File: config.mk
export PLATFORM = sky130hd
export DESIGN_NAME = mem_access
export DESIGN_NICKNAME = d
export VERILOG_FILES = /design/src/rtl/mem_access.sv
export SDC_FILE = /design/constraint.sdc
export NUM_CORES = 1
export LEC_CHECK = 0
export ABC_AREA = 1
export ABC_CLOCK_PERIOD_IN_PS = 1200
export CAP_MARGIN = 10
export CORE_ASPECT_RATIO = 1.75
export CORE_MARGIN = 4
export CORE_UTILIZATION = 58
export CTS_CLUSTER_SIZE = 16
export DETAILED_ROUTE_END_ITERATION = 6
export DONT_BUFFER_PORTS = 1
export PLACE_DENSITY_LB_ADDON = 0.1
export SLEW_MARGIN = 15
export SYNTH_ARGS = -nofsm -noshare
export SYNTH_HDL_FRONTEND = slang
export SYNTH_SLANG_ARGS = --single-unit
File: constraint.sdc
create_clock -name clk -period 1.2 [get_ports clk]
set_input_delay 0.18 -clock clk [delete_from_list [all_inputs] [get_ports clk]]
set_output_delay 0.18 -clock clk [all_outputs]
set_load 0.01 [all_outputs]
File: src/rtl/mem_access.sv
// RV32I memory-access stage: ALU results pass through, loads/stores run one
// request/ack data-bus transaction while the pipeline is stalled.
module mem_access #(
  parameter int TIMEOUT_CYCLES = 0
) (
  input  logic        clk,
  input  logic        rst,
  input  logic [4:0]  ex_wd,
  input  logic        ex_wreg,
  input  logic [31:0] ex_wdata,
  input  logic        ex_mem_re,
  input  logic        ex_mem_we,
  input  logic [2:0]  ex_funct3,
  input  logic [31:0] ex_mem_addr,
  input  logic [31:0] ex_mem_sdata,
  input  logic        mem_hold,
  output logic        dbus_req,
  output logic        dbus_we,
  output logic [31:0] dbus_addr,
  output logic [3:0]  dbus_be,
  output logic [31:0] dbus_wdata,
  input  logic        dbus_ack,
  input  logic [31:0] dbus_rdata,
  output logic [4:0]  mem_wd,
  output logic        mem_wreg,
  output logic [31:0] mem_wdata,
  output logic        mem_exc,
  output logic        stallreq_mem,
  output logic [1:0]  state_dbg
);

  // Bus handshake: dbus_req rises at most one request at a time and its
  // we/addr/be/wdata stay stable until the cycle dbus_ack=1 is sampled.
  typedef enum logic [1:0] {IDLE = 2'd0, REQ = 2'd1, DONE = 2'd2} state_t;

  localparam int CW = (TIMEOUT_CYCLES > 1) ? $clog2(TIMEOUT_CYCLES) : 1;
  localparam logic [CW-1:0] TMO_LAST = CW'((TIMEOUT_CYCLES > 0) ? TIMEOUT_CYCLES - 1 : 0);
  localparam bit TMO_EN = (TIMEOUT_CYCLES > 0);

  state_t state, state_next;
  logic [31:0] rdata_q;
  logic [CW-1:0] tmo_cnt;
  logic timed_out;

  logic mem_op, legal, go, abort;
  logic [3:0] be_next;
  logic [31:0] wdata_next, load_fmt;
  logic [7:0] lane_byte;
  logic [15:0] lane_half;

  assign mem_op = ex_mem_re | ex_mem_we;
  assign go = mem_op & legal;
  assign abort = TMO_EN && (state == REQ) && !dbus_ack && (tmo_cnt == TMO_LAST);
  assign state_dbg = state;

  always_comb begin
    legal = 1'b0;
    case (ex_funct3)
      3'b000:  legal = 1'b1;
      3'b001:  legal = ~ex_mem_addr[0];
      3'b010:  legal = (ex_mem_addr[1:0] == 2'b00);
      3'b100:  legal = ex_mem_re;
      3'b101:  legal = ex_mem_re & ~ex_mem_addr[0];
      default: legal = 1'b0;
    endcase
  end

  always_comb begin
    be_next = 4'b1111;
    wdata_next = ex_mem_sdata;
    case (ex_funct3[1:0])
      2'b00: begin
        be_next = 4'b0001 << ex_mem_addr[1:0];
        wdata_next = {4{ex_mem_sdata[7:0]}};
      end
      2'b01: begin
        be_next = ex_mem_addr[1] ? 4'b1100 : 4'b0011;
        wdata_next = {2{ex_mem_sdata[15:0]}};
      end
      default: ;
    endcase
  end

  assign lane_byte = dbus_rdata[{ex_mem_addr[1:0], 3'b000} +: 8];
  assign lane_half = ex_mem_addr[1] ? dbus_rdata[31:16] : dbus_rdata[15:0];

  always_comb begin
    load_fmt = dbus_rdata;
    case (ex_funct3)
      3'b000:  load_fmt = {{24{lane_byte[7]}}, lane_byte};
      3'b100:  load_fmt = {24'd0, lane_byte};
      3'b001:  load_fmt = {{16{lane_half[15]}}, lane_half};
      3'b101:  load_fmt = {16'd0, lane_half};
      default: load_fmt = dbus_rdata;
    endcase
  end

  always_ff @(posedge clk or negedge rst) begin
    if (!rst) state <= IDLE;
    else      state <= state_next;
  end

  always_comb begin
    state_next = state;
    case (state)
      IDLE:    if (go) state_next = REQ;
      REQ:     if (dbus_ack || abort) state_next = DONE;
      DONE:    if (!mem_hold) state_next = IDLE;
      default: state_next = IDLE;
    endcase
  end

  always_comb begin
    mem_wd = ex_wd;
    mem_wreg = ex_wreg;
    mem_wdata = ex_wdata;
    mem_exc = 1'b0;
    stallreq_mem = 1'b0;
    case (state)
      IDLE: begin
        if (mem_op) begin
          mem_wreg = 1'b0;
          if (legal) stallreq_mem = 1'b1;
          else       mem_exc = 1'b1;
        end
      end
      REQ: begin
        mem_wreg = 1'b0;
        stallreq_mem = 1'b1;
      end
      DONE: begin
        mem_wdata = ex_mem_re ? rdata_q : ex_wdata;
        if (timed_out) begin
          mem_wreg = 1'b0;
          mem_exc = 1'b1;
        end
      end
      default: ;
    endcase
  end

  // Load formatting uses the ex_* fields, which the stall keeps stable.
  always_ff @(posedge clk or negedge rst) begin
    if (!rst) begin
      dbus_req <= 1'b0;
      dbus_we <= 1'b0;
      dbus_addr <= 32'd0;
      dbus_be <= 4'd0;
      dbus_wdata <= 32'd0;
      rdata_q <= 32'd0;
      tmo_cnt <= '0;
      timed_out <= 1'b0;
    end else begin
      case (state)
        IDLE: begin
          if (go) begin
            dbus_req <= 1'b1;
            dbus_we <= ex_mem_we;
            dbus_addr <= {ex_mem_addr[31:2], 2'b00};
            dbus_be <= be_next;
            dbus_wdata <= wdata_next;
            tmo_cnt <= '0;
            timed_out <= 1'b0;
          end
        end
        REQ: begin
          if (dbus_ack) begin
            dbus_req <= 1'b0;
            if (ex_mem_re) rdata_q <= load_fmt;
          end else if (abort) begin
            dbus_req <= 1'b0;
            timed_out <= 1'b1;
          end else begin
            tmo_cnt <= tmo_cnt + CW'(1);
          end
        end
        default: ;
      endcase
    end
  end

endmodule

* Word-level counts from Yosys, hierarchy flattened
Cells that the tools add are included.
** Word-level totals
- Register bits :: 102
- Input port bits :: 143
- Output and inout port bits :: 112
- Logic and storage cells :: 55
** Cells by class
- Eq/ne operators :: 10
- Shifts and indexed selects :: 2
- Muxes and demuxes :: 23
- Bitwise operators :: 4
- Reduce and logical (&&, ||, !) cells :: 9
** Operators by type and width (number)
- one-hot mux 32 bit (4 select lines) :: 1
- two-way mux 32 bit :: 2
- one-hot mux 32 bit (2 select lines) :: 1
- variable part select 32 x 6 -> 8 bit :: 1
- two-way mux 16 bit :: 1
- AND reduction 3 bit :: 3
- two-way mux 1 bit :: 8
- one-hot mux 4 bit (2 select lines) :: 1
- == test 3 bit (second input constant) :: 2
- logical NOT 2 bit :: 3
- two-way mux 2 bit :: 3
- != test 2 bit (second input constant) :: 3
- one-hot mux 1 bit (2 select lines) :: 3
- one-hot mux 2 bit (3 select lines) :: 1
- one-hot mux 1 bit (5 select lines) :: 1
- == test 2 x 1 -> 1 bit (second input constant) :: 2
- two-way mux 4 bit :: 1
- << shifter 1 x 2 -> 4 bit (first input constant) :: 1
- == test 3 x 1 -> 1 bit (second input constant) :: 1
- == test 3 x 2 -> 1 bit (second input constant) :: 1
- logical NOT 3 bit :: 1
- bitwise AND 1 bit :: 2
- == test 2 bit (second input constant) :: 1
- AND reduction 2 bit :: 1
- 3 further kinds :: 3

* Logic depth before layout (Yosys ltp)
Gate-level depths: netlist of run 1.
- Depth after elaboration :: 6
- Gate-level depth with buffers :: 11
- Gate-level depth less buffers :: 9

* Least setup slack after synthesis of run 1
No wires, ideal clock.
- Path kind :: register to output
- Start :: register state[1] (netlist: state_dbg[1])
- End :: output port mem_wdata[0]
- Arrival time :: 1.216 ns
- Data required time :: 1.020 ns
- Setup slack :: -0.196 ns
- Cell stages (with the launch flop) :: 6
- Path buffers :: 1
- Cells stage by stage :: dfrtp_1 -> inv_1 -> nor2_1 -> nand2_1 -> clkbuf_1 -> o21ai_0
** On the way
- Cells in the longest elaborated chain, start to end :: 2
** RTL lines
- start, declared :: RTL line 40 : state_t state, state_next;
- start signal, assigned :: RTL line 100 : else state <= state_next;
- == test 2 bit :: RTL line 119 : case (state)
- two-way mux 32 bit :: RTL line 119
- end, declared :: RTL line 26 : output logic [31:0] mem_wdata,
No other way between the ends.

* Final worst setup path of run 1
- Start :: register state[0] (netlist: state_dbg[0])
- End :: output port mem_wdata[7]
The elaborated chain is that of the path after synthesis.

==> results of run 1 <==
## through the flow
| stage | utilization, % | cell area, um2 |
|---|---|---|
| floorplan | - | 5780 |
| global placement | 64.0 | 6020 |
| detailed placement | 64.0 | 6020 |
| CTS | 76.9 | 7230 |
| global route | 80.9 | 7610 |
| finish | 80.9 | 7610 |
## routing by layer
layer	GRT usage [%]	vias up	wire, um
li1	-	2602	-
met1	33.2	2806	6480
met3	8.57	109	1870
met5	0	-	0
met4	20.1	0	1500
met2	57.6	363	11200
## sequential cells by signal, summed over array words and instances (netlist names)
name        count
dbus_be         4
rdata_q        32
dbus_we         1
state_dbg       2
dbus_wdata     32
dbus_addr      30
dbus_req        1
## worst paths after layout
kind / from / endpoint / slack, ns / cells past startpoint
setup / recovery: state_dbg[0] / mem_wdata[7] / -0.54 / 4
hold / removal: rst / dbus_addr[14] / -0.48 / 0
setup reg to reg: state_dbg[1] / dbus_addr[10] / -0.54 / 9
hold reg to reg: rdata_q[15] / rdata_q[15] / 0.54 / 2
max in group asynchronous: rst / rdata_q[31] / 1.49 / 0
min in group clk: ex_mem_addr[5] / dbus_addr[5] / 0.02 / 2
## cell families (layout without fill, tap and decap cells)
family	count (synthesis)	after routing	synth area share, %
compound gates	92	92	9.10
buf+inv	134	206	10.7
flops	102	102	46.0
mux	2	2	0.406
other cells	1	2	0.0676
simple gates	452	452	33.7
## synth_stat cells
cell type and count:
dfrtp_1 102, buf_4 10, clkbuf_1 15, nor2_1 7
buf_2 22, o211a_1 1, inv_2 4, o21ai_0 44
nand4_1 1, o211ai_2 1, conb_1 1, o211ai_1 8
nand2_2 3, o21ai_1 2, a21oi_1 35, inv_1 75
nor3_1 2, buf_1 5, nor2_2 2, or2_1 1
buf_6 3, mux2_2 2, nand3b_1 1, o21ai_4 1
nand3_1 114, nand2_1 320, nor2_4 1
## where the power goes
part,switching (mW),internal [mW],leakage [nW]
Sequential,1.60,4.99,1.23
Combinational,3.07,2.19,2.66
Clock,1.39,1.72,0.153
## final cells by class
| class | count | area (um2) |
|---|---|---|
| multi-input combinational | 548 | 2820 |
| sequential | 102 | 2550 |
| fill | 609 | 1800 |
| timing repair buffer | 111 | 1480 |
| inverter | 79 | 297 |
| clock buffer | 10 | 239 |
| tap | 122 | 153 |
| clock inverter | 6 | 77.6 |
## repair_timing
item / 4_1_cts / 5_1_grt
hold endpoints to repair: 140 / 102
gates cloned: 8 / 9
pin swaps: 6 / 12
setup endpoints to repair: 136 / 138
gates resized for setup: 47 / 42
setup buffers: 7 / 6
==> results.cfg, run 1 <==
[global_route]
grt_pass1_vias = 5694
track_usage_pct = 32.6
grt_max_degree = 103
antenna_found_initial = 0
grt-ovfl-total = 0
grt_pass1_wl_mm = 27.9

[setup_path]
cp_top_family = flip-flops
critPathArrivalTime_ns = 1.56
crit_path_cell_trace = nor2_4 > nand2_8 > buf_12 > mux2_2
endpoint_kind = primary output
cpMaxStageDelayCell = dfrtp_1
cp.required_ns = 1.02
path_buf_inv = 1
worst_setup_path_start_kind = flip-flop
worstPathMaxFanout = 8
crit_type = flip-flop to primary output
max_stage_delay_ns = 0.43

[timing]
clock_skew_ns = 0.00590
finalSetupViolations = 138
drv_slew = 0
fin_ws_ns = -0.542
fin_crit_sh_pct = 145
setup_tns_ns = -62.26
whs_ns = -0.476
rsz0062_at_grt = true
fin_crit_ns = 1.74
hold_viol = 102
max_freq_ghz = 0.574

[clock_tree]
numCtsBuffers = 9
path_clk_slew_ns = 0.08
ctsHtreeMaxLevel = 3
clk-insertion-delay-late_ns = 0.34
postCtsHoldBufs = 38
cts_tree = built
clkSinkCount = 102
root_buffer = clkbuf_16
clock_path_buffers = 2

[layout]
final_cell_mix = nand2_1 (299), nand3_1 (114), dfrtp_1 (102), inv_1 (74), dlygate4sd3_1 (38)
final_cells = 978
layout-drive-gt1-share_pct = 21.1
final_common_cell = nand2_1
num_antenna_cells = 0
layout.nets = 994
area_growth_syn_to_layout_pct = 37.3

[logic_synthesis]
yosysTopAreaCellShare_pct = 46.0
yosys_warnings = 0
synthTopCellsByArea = dfrtp_1 (46%), nand2_1 (22%), nand3_1 (10%), inv_1 (5.1%), o21ai_0 (4.0%)
yosysTopAreaCell = dfrtp_1
syn_inst = 783
netlist_area_um2 = 5540
ys_seq_elements = 102
synth_area_per_cell_um2 = 7.08
yosysSeqAreaShare_pct = 46.0
synth_cell_type_count = 27

[power]
vdd_ir_drop_max_v = 0.00127
powerDensity_nw_per_um2 = 1970
cellLeakagePower_nw = 4.04
total_power_mw = 15.0

[detailed_routing]
remaining_drc_errors = 0
ant_nets = 0
wire_per_inst_um = 21.5
routed-via-count = 5880
routed_wl_mm = 21.0
dr.first_iter.drc_count = 455
drtPass1Iterations = 5
viasPerCell = 6.01

[floorplan]
core_um2 = 9410
die_area_um2 = 11200
chipWidth_um = 81.9
row_count = 47
initial_core_util_pct = 58.9
ios = 255
die_h_um = 137

[placed_design]
dpl.hpwl_mm = 12.0
dp_cells = 895
numPortBuffers = 0
dp_slack_ns = -0.306
gp_congestion = 0.895

[min_path]
worstHoldPathType = input pin to asynchronous set/reset pin

[status]
outcome = complete, but fails checks
violations = negative hold slack, negative setup slack

[run]
max-cap-violations = 0
Note: power is estimated with default switching activity, not from simulation.
==> run 2: changes to the inputs <==
--- a/config.mk
+++ b/config.mk
@@ -7,9 +7,9 @@
 export LEC_CHECK = 0
 export ABC_AREA = 1
-export ABC_CLOCK_PERIOD_IN_PS = 1200
+export ABC_CLOCK_PERIOD_IN_PS = 1800
 export CAP_MARGIN = 10
 export CORE_ASPECT_RATIO = 1.75
 export CORE_MARGIN = 4
-export CORE_UTILIZATION = 58
+export CORE_UTILIZATION = 64
 export CTS_CLUSTER_SIZE = 16
 export DETAILED_ROUTE_END_ITERATION = 6
==> constraint.sdc (replaced) <==
create_clock -name clk -period 1.8 [get_ports clk]
set_input_delay 0.27 -clock clk [delete_from_list [all_inputs] [get_ports clk]]
set_output_delay 0.27 -clock clk [all_outputs]
set_load 0.005 [all_outputs]
==> run 2 against run 1 <==
Against the previous run: the flow still finishes with violations (negative hold slack, negative setup slack); clock-buffer cell count unchanged; combinational power is 53% lower; hold slack better by 0.085 ns; non-clock buffer count shrank 70; design area decreased by 18%; core utilization down 5.9 points; die area down 8.7%; first-iteration DRC count is 8.1% lower; routed wire length down 19%.
==> results.cfg, run 2 (synthesized netlist as in run 1, its figures left out) <==
[timing]
drv_slew = 0
tightest_slew_ns = 0.557
whs_ns = -0.391
hold_viol = 102
clock_skew_ns = 0.00474
fin_ws_ns = -0.0337
setup_tns_ns = -0.115
finalSetupViolations = 8
max_freq_ghz = 0.545
slew_headroom_pct = 62.6
fin_crit_sh_pct = 102
rsz0062_at_grt = true
fin_crit_ns = 1.83

[setup_path]
endpoint_kind = primary output
rr_startpoint = state_dbg[1]
cp.required_ns = 1.53
timing.rr.end = rdata_q[2]
rr_worst_depth = 9
worstPathMaxFanout = 31
critPathArrivalTime_ns = 1.56
r2r_slack_ns = 0.17
crit_type = flip-flop to primary output
worst_setup_path_start_kind = flip-flop

[detailed_routing]
dr.first_iter.drc_count = 418
viasPerCell = 5.84
routed-via-count = 5261
drtPass1Iterations = 5
remaining_drc_errors = 0
wire_per_inst_um = 18.9
routed_wl_mm = 17.0
ant_nets = 0

[layout]
stdcell_area_um2 = 6280
layout-drive-gt1-share_pct = 12.5
largestRegisters = dbus_wdata: 32 flops, rdata_q: 32 flops, dbus_addr: 30 flops
final_common_cell = nand2_1
fill_cells = 665
multiInputGateArea_um2 = 2510
layout.nets = 924
ff_latch_area_um2 = 2550
final_cells = 901
fin_util_pct = 75.0
num_antenna_cells = 0
area_growth_syn_to_layout_pct = 13.2
final_cell_mix = nand2_1 (309), nand3_1 (114), dfrtp_1 (101), inv_1 (74), a21oi_1 (35)

[global_route]
track_usage_pct = 33.7
grt_pass1_vias = 5161
antenna_found_initial = 0
grt_max_degree = 103
grt-ovfl-total = 0
grt_pass1_wl_mm = 26.7

[status]
violations = negative hold slack, negative setup slack
outcome = complete, but fails checks

[power]
total_power_mw = 8.59
cellLeakagePower_nw = 3.51
powerDensity_nw_per_um2 = 1370
vdd_ir_drop_max_v = 0.000881

[clock_tree]
path_clk_slew_ns = 0.07
clock_path_buffers = 2
root_buffer = clkbuf_16
cts_tree = built
clk-insertion-delay-late_ns = 0.34
numCtsBuffers = 9
clkSinkCount = 102
ctsHtreeMaxLevel = 3

[placed_design]
gp_congestion = 0.899
dp_cells = 876
dpl.hpwl_mm = 11.7
dp_slack_ns = 0.236
numPortBuffers = 0
place_area_um2 = 5690

[run]
max-cap-violations = 0

[floorplan]
row_count = 44
core_um2 = 8370
die_area_um2 = 10300
chipWidth_um = 78.4
initial_core_util_pct = 66.3
ios = 255
die_h_um = 131

[min_path]
worstHoldPathType = input pin to asynchronous set/reset pin
run 2: routing by layer:
metal  vias up  track usage [%]  part of all wire, %
met2       281             57.4                   53
met5         -                0                    0
met3        64             9.79                  9.8
li1       2462                -                    -
met1      2454             35.0                   31
met4         0             22.8                  6.3
run 2: power breakdown:
| part | switching, mW | leakage [nW] | internal, mW |
|---|---|---|---|
| Clock | 0.888 | 0.147 | 1.10 |
| Sequential | 0.772 | 1.22 | 3.34 |
| Combinational | 1.51 | 2.14 | 0.979 |
run 2: cell type report:
type | count | share of cell area (%)
flip-flops and latches | 102 | 40.7
clock inverters | 6 | 1.24
inverters | 79 | 4.72
well taps | 115 | 2.29
multi-input cells | 548 | 40.0
clock buffers | 10 | 3.65
repair buffers | 41 | 7.45
run 2: worst max-delay path, cell delays in order (launching register included):
cell	delay [ns]
dfrtp_1	0.40
inv_2	0.07
nor2_4	0.17
nand2_8	0.12
buf_16	0.19
o21ai_1	0.14
buf_4	0.13
run 2: how the worst max path moves through the flow:
stage / from / endpoint / slack, ns / depth (start not counted)
floorplan: state_dbg[1] / mem_wdata[0] / 0.41 / 6
global placement: state_dbg[0] / stallreq_mem / 0.28 / 5
detailed placement: state_dbg[0] / mem_wdata[5] / 0.24 / 5
CTS: state_dbg[0] / mem_wdata[15] / -0.03 / 4
global route: state_dbg[1] / mem_wdata[22] / -0.09 / 7
finish: state_dbg[1] / mem_wdata[22] / -0.03 / 6
run 2: repair_timing:
item	CTS	global route
pin swaps	3	1
gates resized for setup	45	11
cloned	5	0
hold endpoints to repair	102	102
setup endpoints to repair	23	30
setup buffers	4	0
